## config.mk

```make
export PLATFORM = sky130hd
export DESIGN_NAME = qif_spike_decoder
export DESIGN_NICKNAME = d
export VERILOG_FILES = /design/src/rtl/qif_spike_decoder_pkg.sv /design/src/rtl/qif_spike_decoder_spike_detector.sv /design/src/rtl/qif_spike_decoder.sv
export SDC_FILE = /design/constraint.sdc
export NUM_CORES = 1
export LEC_CHECK = 0
export CORE_MARGIN = 1.5
export CORE_UTILIZATION = 25
export CTS_CLUSTER_DIAMETER = 80
export DETAILED_ROUTE_END_ITERATION = 16
export SLEW_MARGIN = 30
export SYNTH_ARGS = -nofsm -noshare
export SYNTH_HDL_FRONTEND = slang
export SYNTH_HIERARCHICAL = 1
export SYNTH_SLANG_ARGS = --single-unit
```

## constraint.sdc

```tcl
create_clock -name clk -period 2.55 [get_ports clk]
set_input_delay 0.51 -clock clk [delete_from_list [all_inputs] [get_ports clk]]
set_output_delay 0.51 -clock clk [all_outputs]
set_load 0.01 [all_outputs]
```

## src/rtl/qif_spike_decoder_pkg.sv

```systemverilog
// Shared neuron package: QIF_8B membrane constants, spike decoder thresholds
// and the detector state encoding.
package qif_spike_decoder_pkg;

    // QIF_8B neuron membrane-potential interface
    localparam int          QIF_8B_V_W     = 8;
    localparam logic [7:0]  QIF_8B_V_REST  = 8'd0;
    localparam logic [7:0]  QIF_8B_V_PEAK  = 8'd255;

    // Default detector thresholds (SPIKE_TH must exceed REARM_TH)
    localparam logic [7:0]  SPIKE_TH_DEFAULT = 8'd200;
    localparam logic [7:0]  REARM_TH_DEFAULT = 8'd100;

    // IDLE: no reference spike yet; ARMED: reference exists, below threshold;
    // FIRED: above threshold, waiting for the membrane to fall.
    typedef enum logic [1:0] {
        ST_IDLE  = 2'd0,
        ST_ARMED = 2'd1,
        ST_FIRED = 2'd2
    } det_state_t;

endpackage

```

## src/rtl/qif_spike_decoder_spike_detector.sv

```systemverilog
// Threshold/hysteresis spike detector: flags detection cycles combinationally
// and produces a registered one-cycle spike pulse.
module spike_detector
    import qif_spike_decoder_pkg::*;
#(
    parameter logic [7:0] SPIKE_TH = SPIKE_TH_DEFAULT,
    parameter logic [7:0] REARM_TH = REARM_TH_DEFAULT
) (
    input  logic       clk,
    input  logic       rst_n,
    input  logic       ena,
    input  logic [7:0] v_mem,
    output logic       detect,
    output logic       detect_armed,
    output logic       spike
);

    det_state_t state_reg;
    det_state_t state_next;

    // State register
    always_ff @(posedge clk or negedge rst_n) begin
        if (!rst_n) begin
            state_reg <= ST_IDLE;
        end else begin
            state_reg <= state_next;
        end
    end

    // Next state and detection flags; ena low holds the state
    always_comb begin
        state_next   = state_reg;
        detect       = 1'b0;
        detect_armed = 1'b0;
        if (ena) begin
            case (state_reg)
                ST_IDLE: begin
                    if (v_mem >= SPIKE_TH) begin
                        state_next = ST_FIRED;
                        detect     = 1'b1;
                    end
                end
                ST_ARMED: begin
                    if (v_mem >= SPIKE_TH) begin
                        state_next   = ST_FIRED;
                        detect       = 1'b1;
                        detect_armed = 1'b1;
                    end
                end
                ST_FIRED: begin
                    // between thresholds stays FIRED so ringing cannot re-detect
                    if (v_mem < REARM_TH) begin
                        state_next = ST_ARMED;
                    end
                end
                default: begin
                    state_next = ST_IDLE;
                end
            endcase
        end
    end

    // Spike pulse is high the cycle after a detection
    always_ff @(posedge clk or negedge rst_n) begin
        if (!rst_n) begin
            spike <= 1'b0;
        end else begin
            spike <= detect;
        end
    end

endmodule

```

## src/rtl/qif_spike_decoder.sv

```systemverilog
// Spike decoder for the QIF_8B membrane output: detects spikes, counts them,
// and reports inter-spike intervals through a valid/ready holding register.
module qif_spike_decoder
    import qif_spike_decoder_pkg::*;
#(
    parameter logic [7:0] SPIKE_TH = SPIKE_TH_DEFAULT,
    parameter logic [7:0] REARM_TH = REARM_TH_DEFAULT,
    parameter int         ISI_W    = 16
) (
    input  logic             clk,
    input  logic             rst_n,
    input  logic             ena,
    input  logic [7:0]       v_mem,
    output logic             spike,
    output logic [ISI_W-1:0] isi,
    output logic             isi_valid,
    input  logic             isi_ready,
    output logic [7:0]       spike_cnt,
    output logic             overrun
);

    localparam logic [ISI_W-1:0] ISI_MAX = '1;
    localparam logic [ISI_W-1:0] ISI_ONE = ISI_W'(1);

    logic             detect;
    logic             detect_armed;
    logic [ISI_W-1:0] isi_cnt_reg;
    logic [ISI_W-1:0] isi_report;
    logic             transfer;

    spike_detector #(
        .SPIKE_TH (SPIKE_TH),
        .REARM_TH (REARM_TH)
    ) u_spike_detector (
        .clk          (clk),
        .rst_n        (rst_n),
        .ena          (ena),
        .v_mem        (v_mem),
        .detect       (detect),
        .detect_armed (detect_armed),
        .spike        (spike)
    );

    // The counter sits at N-1 on a detection N cycles after the previous one,
    // so the reported interval is the count plus one, saturated.
    assign isi_report = (isi_cnt_reg == ISI_MAX) ? ISI_MAX : (isi_cnt_reg + ISI_ONE);
    assign transfer   = isi_valid && isi_ready;

    // Interval counter: restart on detection, saturating count while enabled
    always_ff @(posedge clk or negedge rst_n) begin
        if (!rst_n) begin
            isi_cnt_reg <= '0;
        end else if (detect) begin
            isi_cnt_reg <= '0;
        end else if (ena && (isi_cnt_reg != ISI_MAX)) begin
            isi_cnt_reg <= isi_cnt_reg + ISI_ONE;
        end
    end

    // Total spike count, wraps modulo 256
    always_ff @(posedge clk or negedge rst_n) begin
        if (!rst_n) begin
            spike_cnt <= 8'd0;
        end else if (detect) begin
            spike_cnt <= spike_cnt + 8'd1;
        end
    end

    // Holding register: a new interval loads only if the slot is empty or
    // being drained this cycle; otherwise it is dropped and overrun sticks.
    always_ff @(posedge clk or negedge rst_n) begin
        if (!rst_n) begin
            isi       <= '0;
            isi_valid <= 1'b0;
            overrun   <= 1'b0;
        end else begin
            if (detect_armed) begin
                if (!isi_valid || isi_ready) begin
                    isi       <= isi_report;
                    isi_valid <= 1'b1;
                end else begin
                    overrun   <= 1'b1;
                end
            end else if (transfer) begin
                isi_valid <= 1'b0;
            end
        end
    end

endmodule

```

==> results.tsv <==
stage	metric	value	unit
synthesis	FFs w/ async S/R, synth	100	%
cts	# resized after CTS	0	
synthesis	average cell area after synthesis	10.0	µm²
worst_setup_path	crit start category	flop	
placed_design	dpl hpwl	3570	µm
worst_setup_path	Slowest-stage cell, CP	or4_1	
job	max-cap check violation count	0	
worst_setup_path	crit path from	isi_cnt_reg[0]$_DFFE_PN0P_	
detailed_routing	Routed WL	4960	µm
synthesis	Post-Synthesis Cells	230	
power_and_ir_drop	leak pwr	1.15	nW
finish	area delta synth->final	26.9	%
global_routing	initial antenna violation count	0	
worst_setup_path	CP max FO	10	
global_routing	largest net degree at the start of global routing	24	
cts	clock buffer depth	2	
die	Die Span X	99.1	µm
detailed_routing	1st-pass router iterations	4	
die	die area	9810	µm²
synthesis	most common cell in the netlist	dfrtp_1	
cts	H-Tree Depth	2	
sta	Worst-Margin Slew	0.572	ns
detailed_routing	Via density	4.94	
die	Initial Util	26.1	%
placed_design	dpl ws	0.219	ns
detailed_routing	DR DRC count	0	
placed_design	port bufs	36	
worst_setup_path	Critical R2R Launch	isi_cnt_reg[0]$_DFFE_PN0P_	
finish	Fillers	921	
die	core area	8850	µm²
sta	final hold viol count	0	
sta	FMAX	440	MHz
global_routing	Total GRT Usage	10.8	%
synthesis	syn_nets	244	
cts	clock-pin slew on the worst setup and hold paths	0.09	ns
die	Row Count	34	
synthesis	most common library cells after synthesis	45 x dfrtp_1, 20 x nor2_1, 19 x a21oi_1	
synthesis	Ys Warns	6	
cts	CTS root buf	clkbuf_8	
worst_setup_path	CP Capture Type	flop	
cts	clk sinks	45	
synthesis	synthesized area	2310	µm²
worst_setup_path	R2R depth	5	
sta	max_slew headroom	61.9	%
synthesis	prevailing post-synth register cell	dfrtp_1	
worst_setup_path	R2R Path End	isi_cnt_reg[2]$_DFFE_PN0P_	
cts	CTS tree	yes	
global_routing	first-pass GRT wire length	8530	µm
synthesis	Seq/Total Area, Yosys	48.8	%
synthesis	FF+latch count, synth	45	
synthesis	synth top area cells	dfrtp_1 49%, a21oi_1 4.1%, xnor2_1 3.4%	
worst_setup_path	Req. time, crit path	2.76	ns
detailed_routing	DRT iter0 DRCs	130	
detailed_routing	average wire per standard cell	13.2	µm
synthesis	Cell variety after synth	49	
detailed_routing	vias	1859	
finish	layout cells sized above 1	10.8	%
cts	worst skew pair latency	0.30	ns
synthesis	Post-synth EDFFs	0	
sta	total negative slack	0	ns
global_routing	vias in the first global route	1751	
synthesis	area leader, netlist	dfrtp_1	
cts	Post-CTS Setup Bufs	0	
worst_setup_path	max incr delay on CP	0.76	ns
finish	nets	281	
placed_design	gpl congestion	0.792	
sta	clock skew	0.00936	ns
finish	n_diodes	0	
global_routing	GR Overflow Total	0	
power_and_ir_drop	power per standard cell area	815	nW/µm²
detailed_routing	antenna-violating nets left	0	
sta	Tmin final	2.27	ns
sta	Tcrit/Tclk final	89.2	%
run_status	status	complete, no violations	
sta	Final Max Tran Viols	0	
power_and_ir_drop	Max VDD drop	0.000275	V
sta	RSZ-0062 raised after global routing	false	
cts	hold buffers post-CTS	0	
synthesis	Synth top area share	48.8	%
worst_setup_path	crit-path cells	ha_1, nand4_4, or4_1, and4_1, nor3_1	
die	Die Ht	99.1	µm
cts	CTS buffer count	5	
sta	final worst setup slack	0.275	ns
worst_setup_path	critical path class	flop to flop	
worst_hold_path	Hold WC Path Type	input pin to async pin	
worst_setup_path	Reg2Reg Setup Slack	0.28	ns
sta	final setup fails	0	
worst_setup_path	Arrival @ worst endpoint	2.49	ns
die	I/O pin cnt	39	
==> report_power, final <==
part	leakage, nW	switching, W	internal (W)
registers	0.591	0.000188	0.000907
clock network	0.0543	0.000247	0.000293
logic	0.502	0.000319	0.000432
==> final cells by class <==
| class | instances | area (µm²) | share of cell area (%) |
|---|---|---|---|
| sequential | 45 | 1130 | 38.5 |
| multi-input combinational | 165 | 1090 | 37.2 |
| timing repair buffer | 44 | 440 | 15.0 |
| tap | 108 | 135 | 4.62 |
| clock buffer | 5 | 68.8 | 2.35 |
| clock inverter | 3 | 46.3 | 1.58 |
| inverter | 6 | 22.5 | 0.769 |
==> worst max-delay path by stage <==
stage | end | slack, ns
floorplan | isi[14]$_DFFE_PN0P_ | 0.55
global placement | spike_cnt[7]$_DFFE_PN0P_ | 0.23
detailed placement | isi[14]$_DFFE_PN0P_ | 0.22
CTS | isi_cnt_reg[2]$_DFFE_PN0P_ | 0.27
global route | isi_cnt_reg[2]$_DFFE_PN0P_ | 0.15
finish | isi_cnt_reg[2]$_DFFE_PN0P_ | 0.28
==> placed cells by master (no fill, tap or decap), types with 5 or more instances in the layout <==
| master | Yosys | final |
|---|---|---|
| xor2_1 | 8 | 8 |
| or3_1 | 8 | 8 |
| xnor2_1 | 9 | 9 |
| nor3_1 | 5 | 5 |
| clkbuf_8 | 0 | 5 |
| nand4_1 | 8 | 8 |
| a21oi_1 | 19 | 19 |
| nor2_1 | 20 | 20 |
| inv_1 | 6 | 6 |
| buf_4 | 0 | 6 |
| clkdlybuf4s50_1 | 0 | 35 |
| a31oi_1 | 5 | 5 |
| dfrtp_1 | 45 | 45 |
| o21ai_0 | 10 | 10 |
| nand3_1 | 9 | 9 |
| nand2_1 | 14 | 14 |
==> cell families after synthesis <==
family | Yosys count | share of synthesized area (%)
and+or+nand+nor | 88 | 21.5
DFF | 45 | 48.8
AOI/OAI and AO/OA | 55 | 16.8
buffers and inverters | 20 | 4.01
xor gates and xnor gates | 17 | 6.45
muxes | 3 | 1.36
adders and majority gates | 2 | 1.08
==> per-layer routing <==
| metal | GRT usage, % | wire [µm] |
|---|---|---|
| met4 | 2.60 | 55 |
| met3 | 2.62 | 269 |
| met1 | 15.4 | 2470 |
| met5 | 0 | 0 |
| met2 | 16.6 | 2170 |
==> worst max-delay path: cells and delay by family, from the launching register on <==
family	cells	cell delay, ns
adder cells (fa/ha/maj)	1	0.32
flip-flops	1	0.47
AND/OR/NAND/NOR	4	1.40
==> per-stage QoR <==
step	power (W)	hold slack, ns	area (µm²)	util (%)	instances
floorplan	0.00147	0.214	2310	-	230
global route	0.00255	0.239	2930	33.1	376
detailed placement	0.00187	0.463	2810	31.8	368
finish	0.00239	0.199	2930	33.1	376
global placement	0.00185	0.468	2810	31.8	368
CTS	0.00242	0.208	2930	33.1	376
Note: power is estimated with default switching activity, not from simulation.
